[config.mk]
export PLATFORM = sky130hd
export DESIGN_NAME = psum_drain_acc_flat
export DESIGN_NICKNAME = d
export VERILOG_FILES = /design/src/rtl/psum_drain_acc_if.sv /design/src/rtl/psum_drain_acc.sv /design/src/flat_wrapper.sv
export SDC_FILE = /design/constraint.sdc
export NUM_CORES = 2
export LEC_CHECK = 0
export BUFFER_PORTS_ARGS = -buffer_cell sky130_fd_sc_hd__buf_4
export CAP_MARGIN = 20
export CORE_AREA = 2 2 644 646
export DETAILED_ROUTE_END_ITERATION = 7
export DIE_AREA = 0 0 646 648
export PLACE_DENSITY = 0.5
export REMOVE_ABC_BUFFERS = 1
export SLEW_MARGIN = 20
export SYNTH_ARGS = -nofsm -noshare
export SYNTH_HDL_FRONTEND = slang
export SYNTH_SLANG_ARGS = --single-unit
[constraint.sdc]
create_clock -name clk -period 7.9 [get_ports clk]
set_input_delay 1.58 -clock clk [delete_from_list [all_inputs] [get_ports clk]]
set_output_delay 1.58 -clock clk [all_outputs]
set_load 0.005 [all_outputs]
[src/rtl/psum_drain_acc_if.sv]
// OFIFO drain port and output-memory stream port of the psum drain/accumulate block.
interface psum_drain_acc_if #(
  parameter int unsigned psum_bw = 16,
  parameter int unsigned col     = 8,
  parameter int unsigned addr_bw = 4
) ();
  localparam int unsigned vec_w = psum_bw * col;

  logic               ofifo_valid;
  logic [vec_w-1:0]   ofifo_data;
  logic               ofifo_rd;
  logic               out_valid;
  logic               out_ready;
  logic [vec_w-1:0]   out_data;
  logic [addr_bw-1:0] out_addr;

  modport master (
    output ofifo_valid, ofifo_data, out_ready,
    input  ofifo_rd, out_valid, out_data, out_addr
  );

  modport slave (
    input  ofifo_valid, ofifo_data, out_ready,
    output ofifo_rd, out_valid, out_data, out_addr
  );
endinterface

[src/rtl/psum_drain_acc.sv]
// Drains OFIFO psum vectors, accumulates them over several kernel passes with
// per-lane saturation, then streams the finished (optionally ReLU'd) vectors out.
module psum_drain_acc #(
  parameter int unsigned psum_bw = 16,
  parameter int unsigned col     = 8,
  parameter int unsigned depth   = 16,
  parameter int unsigned addr_bw = 4
) (
  input  logic                clk,
  input  logic                reset,
  input  logic                start,
  input  logic [addr_bw:0]    n_vec,
  input  logic [3:0]          num_pass,
  input  logic                en_relu,
  psum_drain_acc_if.slave     bus,
  output logic                busy,
  output logic                done
);
  localparam int unsigned vec_w = psum_bw * col;
  localparam int unsigned nv_w  = addr_bw + 1;

  typedef logic [vec_w-1:0] vec_t;
  typedef enum logic [1:0] {IDLE, DRAIN, EMIT, DONE} state_t;

  state_t             state, state_nx;
  vec_t               acc_buf [depth];
  logic [addr_bw-1:0] vec_idx, emit_idx, emit_nxt, n_last, n_last_in;
  logic [3:0]         pass_idx, p_last, p_last_in;
  logic               relu_q;
  logic               last_pop;

  // Per-lane signed add clamped to the lane range.
  function automatic vec_t sat_add(vec_t a, vec_t b);
    vec_t r;
    logic signed [psum_bw:0] s;
    r = '0;
    for (int unsigned k = 0; k < col; k++) begin
      s = $signed({a[k*psum_bw+psum_bw-1], a[k*psum_bw +: psum_bw]})
        + $signed({b[k*psum_bw+psum_bw-1], b[k*psum_bw +: psum_bw]});
      if (s[psum_bw] != s[psum_bw-1])
        r[k*psum_bw +: psum_bw] = s[psum_bw] ? {1'b1, {(psum_bw-1){1'b0}}}
                                             : {1'b0, {(psum_bw-1){1'b1}}};
      else
        r[k*psum_bw +: psum_bw] = s[psum_bw-1:0];
    end
    return r;
  endfunction

  function automatic vec_t relu(vec_t v, logic en);
    vec_t r;
    r = v;
    for (int unsigned k = 0; k < col; k++)
      if (en && v[k*psum_bw+psum_bw-1]) r[k*psum_bw +: psum_bw] = '0;
    return r;
  endfunction

  // Clamp the requested tile shape into what the buffer can hold.
  always_comb begin
    if (n_vec == '0)              n_last_in = '0;
    else if (n_vec > nv_w'(depth)) n_last_in = addr_bw'(depth - 1);
    else                          n_last_in = addr_bw'(n_vec - nv_w'(1));
    p_last_in = (num_pass == 4'd0) ? 4'd0 : num_pass - 4'd1;
  end

  assign last_pop = (vec_idx == n_last) && (pass_idx == p_last);
  assign emit_nxt = emit_idx + addr_bw'(1);

  always_ff @(posedge clk or negedge reset) begin
    if (!reset) state <= IDLE;
    else        state <= state_nx;
  end

  always_comb begin
    state_nx     = state;
    bus.ofifo_rd = 1'b0;
    case (state)
      IDLE:  if (start) state_nx = DRAIN;
      DRAIN: begin
        bus.ofifo_rd = bus.ofifo_valid;
        if (bus.ofifo_valid && last_pop) state_nx = EMIT;
      end
      EMIT:  if (bus.out_valid && bus.out_ready && emit_idx == n_last) state_nx = DONE;
      DONE:  state_nx = IDLE;
      default: state_nx = IDLE;
    endcase
  end

  // Control counters and the registered output stream.
  always_ff @(posedge clk or negedge reset) begin
    if (!reset) begin
      busy          <= 1'b0;
      done          <= 1'b0;
      vec_idx       <= '0;
      pass_idx      <= '0;
      emit_idx      <= '0;
      n_last        <= '0;
      p_last        <= '0;
      relu_q        <= 1'b0;
      bus.out_valid <= 1'b0;
      bus.out_data  <= '0;
      bus.out_addr  <= '0;
    end else begin
      busy <= (state_nx != IDLE);
      done <= (state_nx == DONE);
      if (state == IDLE && start) begin
        n_last   <= n_last_in;
        p_last   <= p_last_in;
        relu_q   <= en_relu;
        vec_idx  <= '0;
        pass_idx <= '0;
        emit_idx <= '0;
      end
      if (bus.ofifo_rd) begin
        if (vec_idx == n_last) begin
          vec_idx  <= '0;
          pass_idx <= pass_idx + 4'd1;
        end else begin
          vec_idx  <= vec_idx + addr_bw'(1);
        end
      end
      if (state == EMIT) begin
        if (!bus.out_valid) begin
          bus.out_valid <= 1'b1;
          bus.out_data  <= relu(acc_buf[emit_idx], relu_q);
          bus.out_addr  <= emit_idx;
        end else if (bus.out_ready) begin
          if (emit_idx == n_last) begin
            bus.out_valid <= 1'b0;
          end else begin
            emit_idx     <= emit_nxt;
            bus.out_data <= relu(acc_buf[emit_nxt], relu_q);
            bus.out_addr <= emit_nxt;
          end
        end
      end
    end
  end

  // Accumulation buffer; pass 0 overwrites so stale contents never leak in.
  always_ff @(posedge clk) begin
    if (bus.ofifo_rd)
      acc_buf[vec_idx] <= (pass_idx == 4'd0) ? bus.ofifo_data
                                             : sat_add(acc_buf[vec_idx], bus.ofifo_data);
  end
endmodule

[src/flat_wrapper.sv]
// flat-port wrapper written by rule: the top's interface ports become plain ports
module psum_drain_acc_flat 
#(
  parameter int unsigned psum_bw = 16,
  parameter int unsigned col     = 8,
  parameter int unsigned depth   = 16,
  parameter int unsigned addr_bw = 4
)
  (clk, reset, start, n_vec, num_pass, en_relu, busy, done, bus_ofifo_valid, bus_ofifo_data, bus_out_ready, bus_ofifo_rd, bus_out_valid, bus_out_data, bus_out_addr);
  psum_drain_acc_if #(.psum_bw(psum_bw), .col(col), .addr_bw(addr_bw)) bus_i ();
  input  logic clk;
  input  logic reset;
  input  logic start;
  input  logic [addr_bw:0] n_vec;
  input  logic [3:0] num_pass;
  input  logic en_relu;
  output logic busy;
  output logic done;
  input wire logic [$bits(bus_i.ofifo_valid)-1:0] bus_ofifo_valid;
  input wire logic [$bits(bus_i.ofifo_data)-1:0] bus_ofifo_data;
  input wire logic [$bits(bus_i.out_ready)-1:0] bus_out_ready;
  output wire logic [$bits(bus_i.ofifo_rd)-1:0] bus_ofifo_rd;
  output wire logic [$bits(bus_i.out_valid)-1:0] bus_out_valid;
  output wire logic [$bits(bus_i.out_data)-1:0] bus_out_data;
  output wire logic [$bits(bus_i.out_addr)-1:0] bus_out_addr;
  assign bus_i.ofifo_valid = bus_ofifo_valid;
  assign bus_i.ofifo_data = bus_ofifo_data;
  assign bus_i.out_ready = bus_out_ready;
  assign bus_ofifo_rd = bus_i.ofifo_rd;
  assign bus_out_valid = bus_i.out_valid;
  assign bus_out_data = bus_i.out_data;
  assign bus_out_addr = bus_i.out_addr;
  psum_drain_acc #(.psum_bw(psum_bw), .col(col), .depth(depth), .addr_bw(addr_bw)) u_core (.clk(clk), .reset(reset), .start(start), .n_vec(n_vec), .num_pass(num_pass), .en_relu(en_relu), .bus(bus_i), .busy(busy), .done(done));
endmodule
==> results by group <==
Run status
  • Outcome: complete, no violations

Critical path
  • Setup crit start kind: register
  • Slowest stage delay, CP: 1.06 ns
  • Crit Path Max Fanout: 38
  • Critical Path AT: 8.05 ns
  • Most used cell, CP: buf_4
  • Crit path capture type: register
  • Crit path cell chain: buf_12 -> buf_4 -> mux4_2 -> mux4_2 -> ha_1 -> a211oi_1 -> o21ai_0 -> nand2_1 -> o31ai_1 -> a221oi_1 -> nor4_1 -> or3_1 -> ha_1 -> clkinv_1 -> a21oi_1 -> o21ai_1 -> buf_4 -> a31oi_1 -> buf_4
  • CP Depth: 19
  • Slowest CP cell: dfrtp_4
  • Crit Path Class: register to register
  • Critical Path RT: 8.62 ns
  • Worst reg2reg path depth: 19
  • Buffers plus inverters on the worst setup path: 5
  • Worst R2R Setup Slack: 0.57 ns
  • CP top delay family: compound AO/OA/AOI/OAI gates

STA
  • Setup TNS: 0 ns
  • Final hold slack: 0.478 ns
  • Least-Margin Pin Slew: 1.15 ns
  • Final-report setup violation count: 0
  • Final Hold Viols: 0
  • Max-slew headroom: 0.235
  • Setup Skew: 0.0460 ns
  • Count of pins over their slew limit: 0
  • RSZ-0062 raised after global routing: false
  • Max Clock Freq: 136 MHz
  • Final min period: 7.33 ns
  • Crit share post-route: 0.928

Synth
  • Syn_area_per_cell: 18.0 um2
  • Warnings from Yosys: 0
  • Cell Area, Synth: 123000 um2
  • Synthesized instance count: 6837
  • Post-synth ARST share: 0.0716
  • Synth unique cells: 74
  • Synth Flop Type: edfxtp_1
  • Number of synthesized flops with an enable pin: 2048
  • Sequential fraction of the synthesis area: 0.532
  • #FFs+latches synth: 2206

Drt
  • Vias after detailed routing: 76600
  • DRC errors left: 0
  • Wire length per cell: 33.5 um
  • Vias/cell: 6.00
  • Total Wirelength: 427000 um
  • Initial DRC Count: 8293
  • Post-route ant nets: 0
  • First-pass iteration count of the detailed router: 6

CTS
  • Worst skew pair latency: 0.91 ns
  • Root buf cell: clkbuf_16
  • CTS buffer count: 262
  • CTS sink cnt: 2206
  • CTS Buffer Depth: 4
  • Cts repair resizes: 0
  • Hold-fix buffers at CTS: 0
  • Post-CTS Setup Inserts: 0
  • Max H-tree Level: 5
  • CTS tree: built
  • Clk slew on worst S/H paths: 0.06 ns

Min path
  • Hold Crit Class: register to register
  • WHS Path Cells: 2

Layout
  • Share of cells above drive strength 1: 0.380
  • Layout Nets: 7373
  • Register area: 65500 um2
  • Cell Count, Final, Fillers Out: 12800
  • Area delta synth->final: 14.6%
  • Final Cell Area: 141000 um2
  • Area occupied by multi-input gates: 54900 um2
  • Fill count: 38600

GRT
  • Total GRT Usage: 0.200
  • Total global routing overflow: 0
  • Largest net degree at the start of global routing: 128
  • First-pass GRT wire length: 603000 um
  • Initial antenna violation count: 28
  • Vias in the first global route: 78300

Job
  • Max_cap viols: 0

Floorplanning
  • Top Ports: 279
  • Die H: 648 um
  • Die W: 646 um
  • Total core area: 412000 um2
  • Initial cell density of the core: 0.298
  • Die area: 419000 um2
  • Row count: 236

Placement
  • Area of placed instances: 132000 um2
  • Hpwl dp: 241000 um
  • Routability cong.: 0.814
  • I/O Buffers: 278
  • Post-Place Cells: 12300

Power
  • PwrDens: 468 nW/um2
  • Peak VDD IR: 328 uV
  • Overall power: 0.0659 W
  • Pleak: 43.0 nW
[tightest hold or removal path, stage by stage, from the launching register on]
cell	delay (ns)
dfrtp_1	0.34
nand2_1	0.05
o21ai_0	0.06
[synth_stat cells, types with 47 or more instances]
library cell | n | area, um2
a211oi_1 | 73 | 548
inv_1 | 60 | 225
and3_1 | 57 | 357
dfrtp_1 | 158 | 3950
o21ai_0 | 163 | 816
nor2_1 | 156 | 586
mux2_2 | 64 | 721
edfxtp_1 | 2048 | 61500
o22ai_1 | 64 | 400
mux2i_1 | 186 | 1860
o221ai_1 | 58 | 508
buf_2 | 150 | 751
a221o_1 | 123 | 1230
o21a_1 | 67 | 503
buf_1 | 65 | 244
a21oi_1 | 168 | 841
buf_4 | 47 | 353
o211ai_1 | 47 | 353
ha_1 | 150 | 1880
clkbuf_1 | 273 | 1020
mux4_2 | 1712 | 38600
a31oi_1 | 77 | 482
nor2b_1 | 73 | 457
nand2_1 | 328 | 1230
[layer usage]
layer | track usage | wire, um | up-vias
met5 | 0 | 19 | -
met2 | 0.343 | 214000 | 3648
met1 | 0.260 | 170000 | 41900
li1 | - | - | 30300
met3 | 0.0286 | 27800 | 746
met4 | 0.0671 | 15300 | 4
[state kept, by name, summed over array words and instances, names as in the netlist]
name                  cells
u_core.acc_buf         2048
u_core.p_last             4
u_core.emit_idx           4
u_core.pass_idx           4
u_core.bus.out_data     128
u_core.state              2
u_core.n_last             4
u_core.busy               1
u_core.bus.out_addr       4
u_core.done               1
u_core.vec_idx            4
u_core.relu_q             1
u_core.bus.out_valid      1
[final timing paths]
path                                                          start                                   to
worst max-delay path                  u_core.vec_idx[0]$_DFFE_PN0P_      u_core.acc_buf[8][64]$_DFFE_PP_
worst min-delay path            u_core.bus.out_data[62]$_DFFE_PN0P_  u_core.bus.out_data[62]$_DFFE_PN0P_
worst max register to register        u_core.vec_idx[0]$_DFFE_PN0P_      u_core.acc_buf[8][64]$_DFFE_PP_
worst min register to register  u_core.bus.out_data[62]$_DFFE_PN0P_  u_core.bus.out_data[62]$_DFFE_PN0P_
max in group asynchronous                                     reset         u_core.emit_idx[3]$_DFF_PN0_
min in group asynchronous                                     reset  u_core.bus.out_data[87]$_DFFE_PN0P_
[placed cells by master, fill, tap and decap left out, types with 64 or more instances in the layout]
master     count
edfxtp_1    2048
mux4_2      1712
buf_4        467
nand2_1      326
clkbuf_16    275
mux2i_1      186
a21oi_1      167
o21ai_0      156
nor2_1       155
ha_1         149
dfrtp_1      148
a221o_1      123
a211oi_1      73
nor2b_1       72
a31oi_1       72
o21a_1        67
mux2_2        64
[stage by stage]
stage | setup slack [ns] | utilization
final | 0.568 | 0.342
after global routing | 0.168 | 0.342
after CTS | 0.629 | 0.342
after detailed placement | 0.647 | 0.321
after global placement | 0.857 | 0.321
after floorplan | -45.64 | -
[report_power, final]
| part | internal (W) | total [W] | switching, W | leakage, nW |
|---|---|---|---|---|
| logic | 0.0132 | 0.0312 | 0.0181 | 18.2 |
| clock network | 0.00735 | 0.0124 | 0.00502 | 4.25 |
| registers | 0.0208 | 0.0223 | 0.00146 | 20.5 |
| total | 0.0413 | 0.0659 | 0.0246 | 43.0 |
[area by class of cell]
class / count / share of cell area
clock inverter: 113 / 0.00865
timing repair buffer: 529 / 0.0336
inverter: 62 / 0.00165
clock buffer: 362 / 0.0530
antenna: 5 / 0.0000888
tap: 5474 / 0.0486
multi-input combinational: 4011 / 0.390
sequential: 2206 / 0.465
[cell families (layout without fill, tap and decap cells)]
logic type | after synthesis | after routing | share of synthesized area
other | 0 | 5 | 0
adders and majority gates | 160 | 160 | 0.0167
and+or+nand+nor | 796 | 796 | 0.0303
muxes | 1962 | 1962 | 0.335
DFF | 2206 | 2206 | 0.532
buffers and inverters | 620 | 1066 | 0.0233
AOI/OAI and AO/OA | 1002 | 1002 | 0.0561
xor gates and xnor gates | 91 | 91 | 0.00664
Note: power is estimated with default switching activity, not from simulation.
